--- src/rtl/alu_share_arbiter.sv ---
// alu_share_arbiter
//   Round-robin arbiter that shares one 3-bit signed ALU (AND/OR/ADD/SUB with a
//   signed overflow flag) between two requesters. Each transaction steps
//   through IDLE (grant) -> EXEC (compute) -> RESP (hold until accepted).
//
// Configuration macro: ALU_OVF_SATURATE_EN
//   defined   : ADD/SUB overflow clamps the result to +3 or -4
//   undefined : ADD/SUB overflow wraps to the low 3 bits
//
// Ports
//   clk_2      in   system clock, rising edge
//   reset_n    in   asynchronous active-low reset
//   req_valid  in   [1:0] request valid per requester
//   req_ready  out  [1:0] one-hot grant (combinational, IDLE only)
//   req_a      in   [1:0][2:0] signed operand A per requester
//   req_b      in   [1:0][2:0] signed operand B per requester
//   req_sel    in   [1:0][1:0] op: 00 AND, 01 OR, 10 ADD, 11 SUB
//   rsp_valid  out  response valid
//   rsp_ready  in   response consumed
//   rsp_id     out  requester owning the response
//   rsp_result out  [2:0] signed result
//   rsp_ovf    out  signed overflow flag
//   rsp_seg    out  [7:0] 7-segment pattern of rsp_result
//   busy       out  transaction in flight
//   ops_done   out  [NBITS_CNT-1:0] completed responses, wrapping
module alu_share_arbiter #(
  parameter int NBITS_OPER = 3,
  parameter int NBITS_CNT  = 8
) (
  input  logic                       clk_2,
  input  logic                       reset_n,
  input  logic [1:0]                 req_valid,
  output logic [1:0]                 req_ready,
  input  logic [1:0][NBITS_OPER-1:0] req_a,
  input  logic [1:0][NBITS_OPER-1:0] req_b,
  input  logic [1:0][1:0]            req_sel,
  output logic                       rsp_valid,
  input  logic                       rsp_ready,
  output logic                       rsp_id,
  output logic [NBITS_OPER-1:0]      rsp_result,
  output logic                       rsp_ovf,
  output logic [7:0]                 rsp_seg,
  output logic                       busy,
  output logic [NBITS_CNT-1:0]       ops_done
);

  typedef enum logic [1:0] {IDLE, EXEC, RESP} state_t;

  state_t                  state, next_state;
  logic                    last_grant;
  logic                    grant_q;
  logic [NBITS_OPER-1:0]   a_q, b_q;
  logic [1:0]              sel_q;

  logic                    pick;
  logic [NBITS_OPER:0]     a_ext, b_ext, res_ext;
  logic [NBITS_OPER-1:0]   alu_res;
  logic                    alu_ovf;

  // Segment patterns for the signed range -4..3.
  function automatic logic [7:0] seg_of(input logic [2:0] v);
    case (v)
      3'b000:  seg_of = 8'h3F;
      3'b001:  seg_of = 8'h06;
      3'b010:  seg_of = 8'h5B;
      3'b011:  seg_of = 8'h4F;
      3'b111:  seg_of = 8'h86;
      3'b110:  seg_of = 8'hDB;
      3'b101:  seg_of = 8'hCF;
      default: seg_of = 8'hE6;
    endcase
  endfunction

  // Grant selection: a lone requester wins outright; under contention the
  // requester that was not served last wins.
  always_comb begin
    next_state = state;
    pick       = (req_valid == 2'b11) ? ~last_grant : req_valid[1];
    req_ready  = 2'b00;
    case (state)
      IDLE: begin
        if (|req_valid) begin
          next_state = EXEC;
          // Gated by reset_n so the grant is also 0 while held in reset.
          if (reset_n) req_ready = pick ? 2'b10 : 2'b01;
        end
      end
      EXEC:    next_state = RESP;
      RESP:    if (rsp_ready) next_state = IDLE;
      default: next_state = IDLE;
    endcase
  end

  // ALU on sign-extended operands; bits [3] and [2] of the 4-bit result
  // disagree exactly when the true value falls outside -4..3.
  always_comb begin
    a_ext   = {a_q[NBITS_OPER-1], a_q};
    b_ext   = {b_q[NBITS_OPER-1], b_q};
    res_ext = '0;
    alu_ovf = 1'b0;
    case (sel_q)
      2'b00: res_ext = a_ext & b_ext;
      2'b01: res_ext = a_ext | b_ext;
      2'b10: res_ext = a_ext + b_ext;
      default: res_ext = a_ext - b_ext;
    endcase
    if (sel_q[1]) alu_ovf = res_ext[NBITS_OPER] ^ res_ext[NBITS_OPER-1];
`ifdef ALU_OVF_SATURATE_EN
    if (alu_ovf)
      alu_res = res_ext[NBITS_OPER] ? {1'b1, {(NBITS_OPER-1){1'b0}}}
                                    : {1'b0, {(NBITS_OPER-1){1'b1}}};
    else
      alu_res = res_ext[NBITS_OPER-1:0];
`else
    alu_res = res_ext[NBITS_OPER-1:0];
`endif
  end

  // State register, operand capture, response registers and op counter.
  always_ff @(posedge clk_2 or negedge reset_n) begin
    if (!reset_n) begin
      state      <= IDLE;
      last_grant <= 1'b1;
      grant_q    <= 1'b0;
      a_q        <= '0;
      b_q        <= '0;
      sel_q      <= 2'b00;
      rsp_id     <= 1'b0;
      rsp_result <= '0;
      rsp_ovf    <= 1'b0;
      rsp_seg    <= 8'h00;
      ops_done   <= '0;
    end else begin
      state <= next_state;
      case (state)
        IDLE: begin
          if (|req_valid) begin
            grant_q <= pick;
            a_q     <= req_a[pick];
            b_q     <= req_b[pick];
            sel_q   <= req_sel[pick];
          end
        end
        EXEC: begin
          rsp_id     <= grant_q;
          rsp_result <= alu_res;
          rsp_ovf    <= alu_ovf;
          rsp_seg    <= seg_of(alu_res);
        end
        RESP: begin
          if (rsp_ready) begin
            ops_done   <= ops_done + NBITS_CNT'(1);
            last_grant <= grant_q;
          end
        end
        default: ;
      endcase
    end
  end

  assign rsp_valid = (state == RESP);
  assign busy      = (state != IDLE);

endmodule
--- config.mk ---
export PLATFORM = sky130hd
export DESIGN_NAME = alu_share_arbiter
export DESIGN_NICKNAME = d
export VERILOG_FILES = /design/src/rtl/alu_share_arbiter.sv
export SDC_FILE = /design/constraint.sdc
export NUM_CORES = 1
export LEC_CHECK = 0
export ABC_AREA = 1
export CORE_MARGIN = 3
export CORE_UTILIZATION = 48
export CTS_CLUSTER_SIZE = 28
export DETAILED_ROUTE_END_ITERATION = 10
export PLACE_DENSITY = 0.83
export SLEW_MARGIN = 20
export SYNTH_ARGS = -nofsm -noshare
export SYNTH_HDL_FRONTEND = slang
export SYNTH_SLANG_ARGS = --single-unit
--- constraint.sdc ---
create_clock -name clk_2 -period 3 [get_ports clk_2]
set_clock_uncertainty 0.2 [all_clocks]
set_input_delay 0.3 -clock clk_2 [delete_from_list [all_inputs] [get_ports clk_2]]
set_output_delay 0.3 -clock clk_2 [all_outputs]
set_load 0.005 [all_outputs]
# Word-level counts from Yosys, hierarchy flattened
# Cells that the tools add are included.
[totals] word_cells=57 regBits=33 in_bits=21 out_inout_bits=25
[op_classes] n_lt_le_gt_ge=1 muxes=17 bitwise=4 eq_ne=13 addsub=3 reduce_logical=8
[ops] cell="case mux 8 bit (7 select lines)" n=1
[ops] cell="2-to-1 mux 2 bit" n=8
[ops] cell="2-to-1 mux 3 bit" n=4
[ops] cell="case mux 4 bit (3 select lines)" n=1
[ops] cell="equality test 3 bit (second input constant)" n=3
[ops] cell="adder 8 x 1 -> 8 bit (second input constant)" n=1
[ops] cell="equality test 2 bit (second input constant)" n=3
[ops] cell="equality test 3 x 2 -> 1 bit (second input constant)" n=2
[ops] cell="case mux 2 bit (3 select lines)" n=1
[ops] cell="AND reduction 2 bit" n=3
[ops] cell="adder 3 x 3 -> 4 bit" n=1
[ops] cell="AND 4 bit" n=1
[ops] cell="equality test 2 x 1 -> 1 bit (second input constant)" n=2
[ops] cell="zero test 2 bit" n=2
[ops] cell="bitwise OR 4 bit" n=1
[ops] cell="subtractor 3 x 3 -> 4 bit" n=1
[ops] cell="equality test 3 x 1 -> 1 bit (second input constant)" n=1
[ops] cell="zero test 3 bit" n=1
[ops] cell="< comparator 1 x 2 -> 1 bit (second input constant)" n=1
[ops] cell="2-to-1 mux 1 bit" n=2
[ops] cell="!= test 2 x 1 -> 1 bit (second input constant)" n=1
[ops] cell="!= test 2 bit (second input constant)" n=1
[ops] cell="nonzero test 2 bit" n=1
[ops] cell="OR reduction 2 bit" n=1
[ops] cell="2 further kinds" n=2

# Logic depth before layout (Yosys ltp)
[depth] word_depth=6 mapped_depth=15

# Least setup slack after synthesis
# No wires, ideal clock.
[synth_path] path_kind="reg-to-reg" from="reg b_q[1]" to="reg rsp_seg[3]" setup_slack_ns=0.792 t_arrival_ns=1.891 stages_incl_launch_ff=14 setup_ns=0.117 required_time_ns=2.683 path_buffers=0 synth_period_minus_slack_ns=2.208 path_cell_list="dfrtp_1 > inv_1 > ha_1 > nand2_1 > o21ai_0 > fa_1 > inv_1 > nand2_1 > nand3_1 > nand3_1 > inv_1 > nand3_1 > nand3_1 > nand2_1"
[synth_via] elab_chain_len=4
[synth_lines] item="start: declaration" line_no="52" text="logic [NBITS_OPER-1:0] a_q, b_q;"
[synth_lines] item="start signal: assignment" line_no="140" text="b_q <= req_b[pick];"
[synth_lines] item="subtractor 3 x 3 -> 4 bit (tied with other cells)" line_no="105" text="default: res_ext = a_ext - b_ext;"
[synth_lines] item="case mux 4 bit (3 select lines) (*)" line_no="101" text="case (sel_q)"
[synth_lines] item="equality test 3 bit (tied with other cells)" line_no="62" text="case (v)"
[synth_lines] item="case mux 8 bit (7 select lines) (*)" line_no="62"
[synth_lines] item="end signal: assignment" line_no="148" text="rsp_seg <= seg_of(alu_res);"
[synth_lines] item="end: declaration" line_no="42" text="output logic [7:0] rsp_seg,"
# Mark *: on every way between the ends. The rest lies on a longest branch, timed or not.
# A chain may end at the register's enable or synchronous reset.

# Worst setup path after layout
[layout_path] from="reg last_grant" to="out req_ready[0]"
[layout_via] elab_chain_len=6
[layout_lines] item="start: declaration" line_no="50" text="logic last_grant;"
[layout_lines] item="start signal: assignment" line_no="153" text="last_grant <= grant_q;"
[layout_lines] item="NOT 1 bit" line_no="78" text="pick = (req_valid == 2'b11) ? ~last_grant : req_valid[1];"
[layout_lines] item="2-to-1 mux 1 bit" line_no="78"
[layout_lines] item="2-to-1 mux 2 bit (2 in a row)" line_no="85" text="if (reset_n) req_ready = pick ? 2'b10 : 2'b01;"
[layout_lines] item="2-to-1 mux 2 bit" line_no="82" text="if (|req_valid) begin"
[layout_lines] item="2-to-1 mux 2 bit" line_no="80" text="case (state)"
[layout_lines] item="end: declaration" line_no="33" text="output logic [1:0] req_ready,"
# No other way between the ends.

==> metrics.txt <==
Internal about 1.4 mW; drt first pass iters 6; clock slew at reported path FFs roughly 0.10 ns; IO Port Bufs 45; # diodes 0; outcome finished, final reports clean; Setup Fix Bufs, Post-CTS 0; Mean Syn Cell Area between 8 and 9 um2; CTS buffer count 5; maximum clock rate around 390 MHz; Worst Max-Slew Pin Slew 0.384 ns; final core occ 67.3%; Pwr Density about 1100 nW/um2; drt first-iter violations 84; post-synthesis compound-gate area fraction 8.07%; Switching Share around 44%; Finished Cell Area approximately 2300 um2; Critical Path RT approximately 2.5 ns; Cells after Synth about 210; H-tree depth 2; Post-route DRC 0; core area approximately 3400 um2; Tot Pwr between 2 and 2.5 mW; final WL approximately 3500 um; Comb power frac approximately three fifths; CTS Sinks 32; final period utilization 86.0%; first-pass GRT wire length approximately 6200 um; Lkg Pwr roughly 1.1 nW; WL/cell around 11 um; Vias/cell around 5; combinational family with the most area after synthesis simple AND/OR/NAND/NOR gates; critical path class reg -> out; xor-xnor portion of the synthesized cell area 4.00%; Root Driver clkbuf_4; Layout area overhead 31.2%; number of max-cap violations 0; die span in x approximately 66 um; vias 1,518; CP dominant cell by count nand2_1; Top delay family on crit path buffers and inverters; RD Place Congestion 0.887; largest net degree at the start of global routing 33; CP max FO 10; register area 802 um2; Fillers between 200 and 300; Nets 289; vias in the first global route roughly 1,400; final setup violation count 0; die area roughly 4400 um2; row count 21; FF+latch count, synth 32; crit path launch type flip-flop; grt ovf 0; Ports between 40 and 50; hold buffer count at cts 0; placed inst area 2240 um2; Clock Tree Buf Depth 2; Synth Cell Area roughly 1800 um2; Worst Path Buf+Inv 2; Total Neg Setup Slack 0 ns; register area share after synthesis 45.8%; multi-input logic area about 810 um2; antenna viol nets, final 0; switching power between 1 and 1.5 mW; Worst VDD drop 0.558 mV; Worst path slowest cell dfstp_2; Total Routing Usage GR 18.1%; Simple-Gate Fraction of Synth Area 28.3%; max-slew violation count 0; fin crit period ~2.6 ns; final hold violation count 0; Sequential Power Share a little under a third; Unique masters post-synth 28; DP Wirelength 2790 um; mux cell area share after synthesis 0.642%; layout cells sized above 1 about 11%; Slew HR about three quarters; Worst Hold Class reg -> reg; RSZ-0062 raised after global routing no; antenna violations before repair 0; Yosys warnings 0; largest stage delay on the critical path approximately 0.55 ns; post-cts sizing count 0; crit path DAT 2.08 ns; TritonCTS clock tree done; element type at the critical path end output pin; die height 66.4 um; clock network power share 10.4%; critical-path cell list nand2_1 -> nand2_1 -> inv_1 -> nor3_1 -> clkdlybuf4s50_1; clk_lat worst skew ~0.32 ns; Syn Nets 240; area share of fa/ha/maj cells after synthesis about 5.4%; Starting Density about 51%; Fin Hold WS around 0.28 ns
==> state kept, by name (all words and copies together) (netlist names) <==
name	cells
last_grant	1
sel_q	2
grant_q	1
b_q	3
rsp_ovf	1
rsp_result	3
rsp_seg	7
state	2
rsp_id	1
ops_done	8
a_q	3
==> cells in the mapped netlist <==
master / number / area [um2]
inv_2: 4 / 15.0
nor3_1: 1 / 5.00
or2_2: 1 / 6.26
nor2_4: 3 / 33.8
nor2_2: 4 / 25.0
nand3_4: 1 / 17.5
o22ai_1: 8 / 50.1
dfrtp_1: 31 / 776
buf_2: 1 / 5.00
nor2_1: 19 / 71.3
o21ai_2: 1 / 8.76
xnor2_1: 3 / 26.3
buf_4: 2 / 15.0
o21ai_1: 2 / 10.0
nand2_2: 2 / 12.5
nand3_2: 3 / 30.0
a21oi_1: 1 / 5.00
dfstp_2: 1 / 26.3
fa_1: 1 / 20.0
o21a_1: 1 / 7.51
o21ai_0: 12 / 60.1
mux2_2: 1 / 11.3
xor2_1: 5 / 43.8
ha_1: 6 / 75.1
inv_1: 24 / 90.1
nand3_1: 17 / 85.1
buf_6: 1 / 11.3
nand2_1: 56 / 210
==> power groups by stage <==
stage	registers [mW]	logic, mW	clock network (mW)
after floorplan	0.763	1.01	0
after global placement	0.779	1.41	0
after detailed placement	0.789	1.44	0
after CTS	0.778	1.45	0.265
after global routing	0.808	1.68	0.289
final	0.777	1.44	0.258
==> logic make-up after synthesis <==
| kind of cell | after synthesis |
|---|---|
| buffers and inverters | 32 |
| adder cells (fa/ha/maj) | 7 |
| XOR/XNOR | 8 |
| AO/OA/AOI/OAI | 25 |
| flip-flops | 32 |
| AND/OR/NAND/NOR | 107 |
| multiplexers | 1 |
==> cells in the final DEF, fill, tap and decap left out, types with 5 or more instances in the layout <==
cell,Yosys,final
nand3_1,17,17
o21ai_0,12,12
o22ai_1,8,8
inv_1,24,24
nor2_1,19,19
clkdlybuf4s50_1,0,45
dfrtp_1,31,31
ha_1,6,6
clkbuf_4,0,5
nand2_1,56,56
xor2_1,5,5
==> through the flow <==
step	worst slack, ns	cells
after detailed placement	0.499	300
after global routing	0.240	308
after global placement	0.554	300
after CTS	0.388	308
final	0.420	308
after floorplan	0.792	212
==> final timing paths <==
check	endpoint	cells past startpoint	slack, ns	start
setup / recovery	req_ready[0]	5	0.42	last_grant
hold / removal	rsp_ovf	2	0.28	rsp_ovf
setup reg to reg	rsp_seg[3]	13	0.54	b_q[1]
hold reg to reg	rsp_ovf	2	0.28	rsp_ovf
max in group asynchronous	last_grant	2	2.00	reset_n
min in group asynchronous	ops_done[7]	2	0.29	reset_n
==> area by class of cell <==
cell class,instances,area share [%]
Sequential cell,32,34.9
Tap cell,46,2.50
Clock inverter,1,0.326
Multi-Input combinational cell,148,35.4
Clock buffer,7,2.39
Timing Repair Buffer,46,19.9
Inverter,28,4.57
==> tightest hold or removal path, delay by kind of cell (launching register included) <==
kind,cells,cell delay [ns]
flops,1,0.35
simple gates,2,0.10
==> routing by layer <==
layer  GRT usage, %  up-vias  share of wire [%]
met5              0        -                  0
met4           4.57        0                1.0
met3           3.91        4                4.4
met2           28.5       42                 48
met1           25.1      703                 46
li1               -      769                  -
Power figures use the tool's default switching activity.
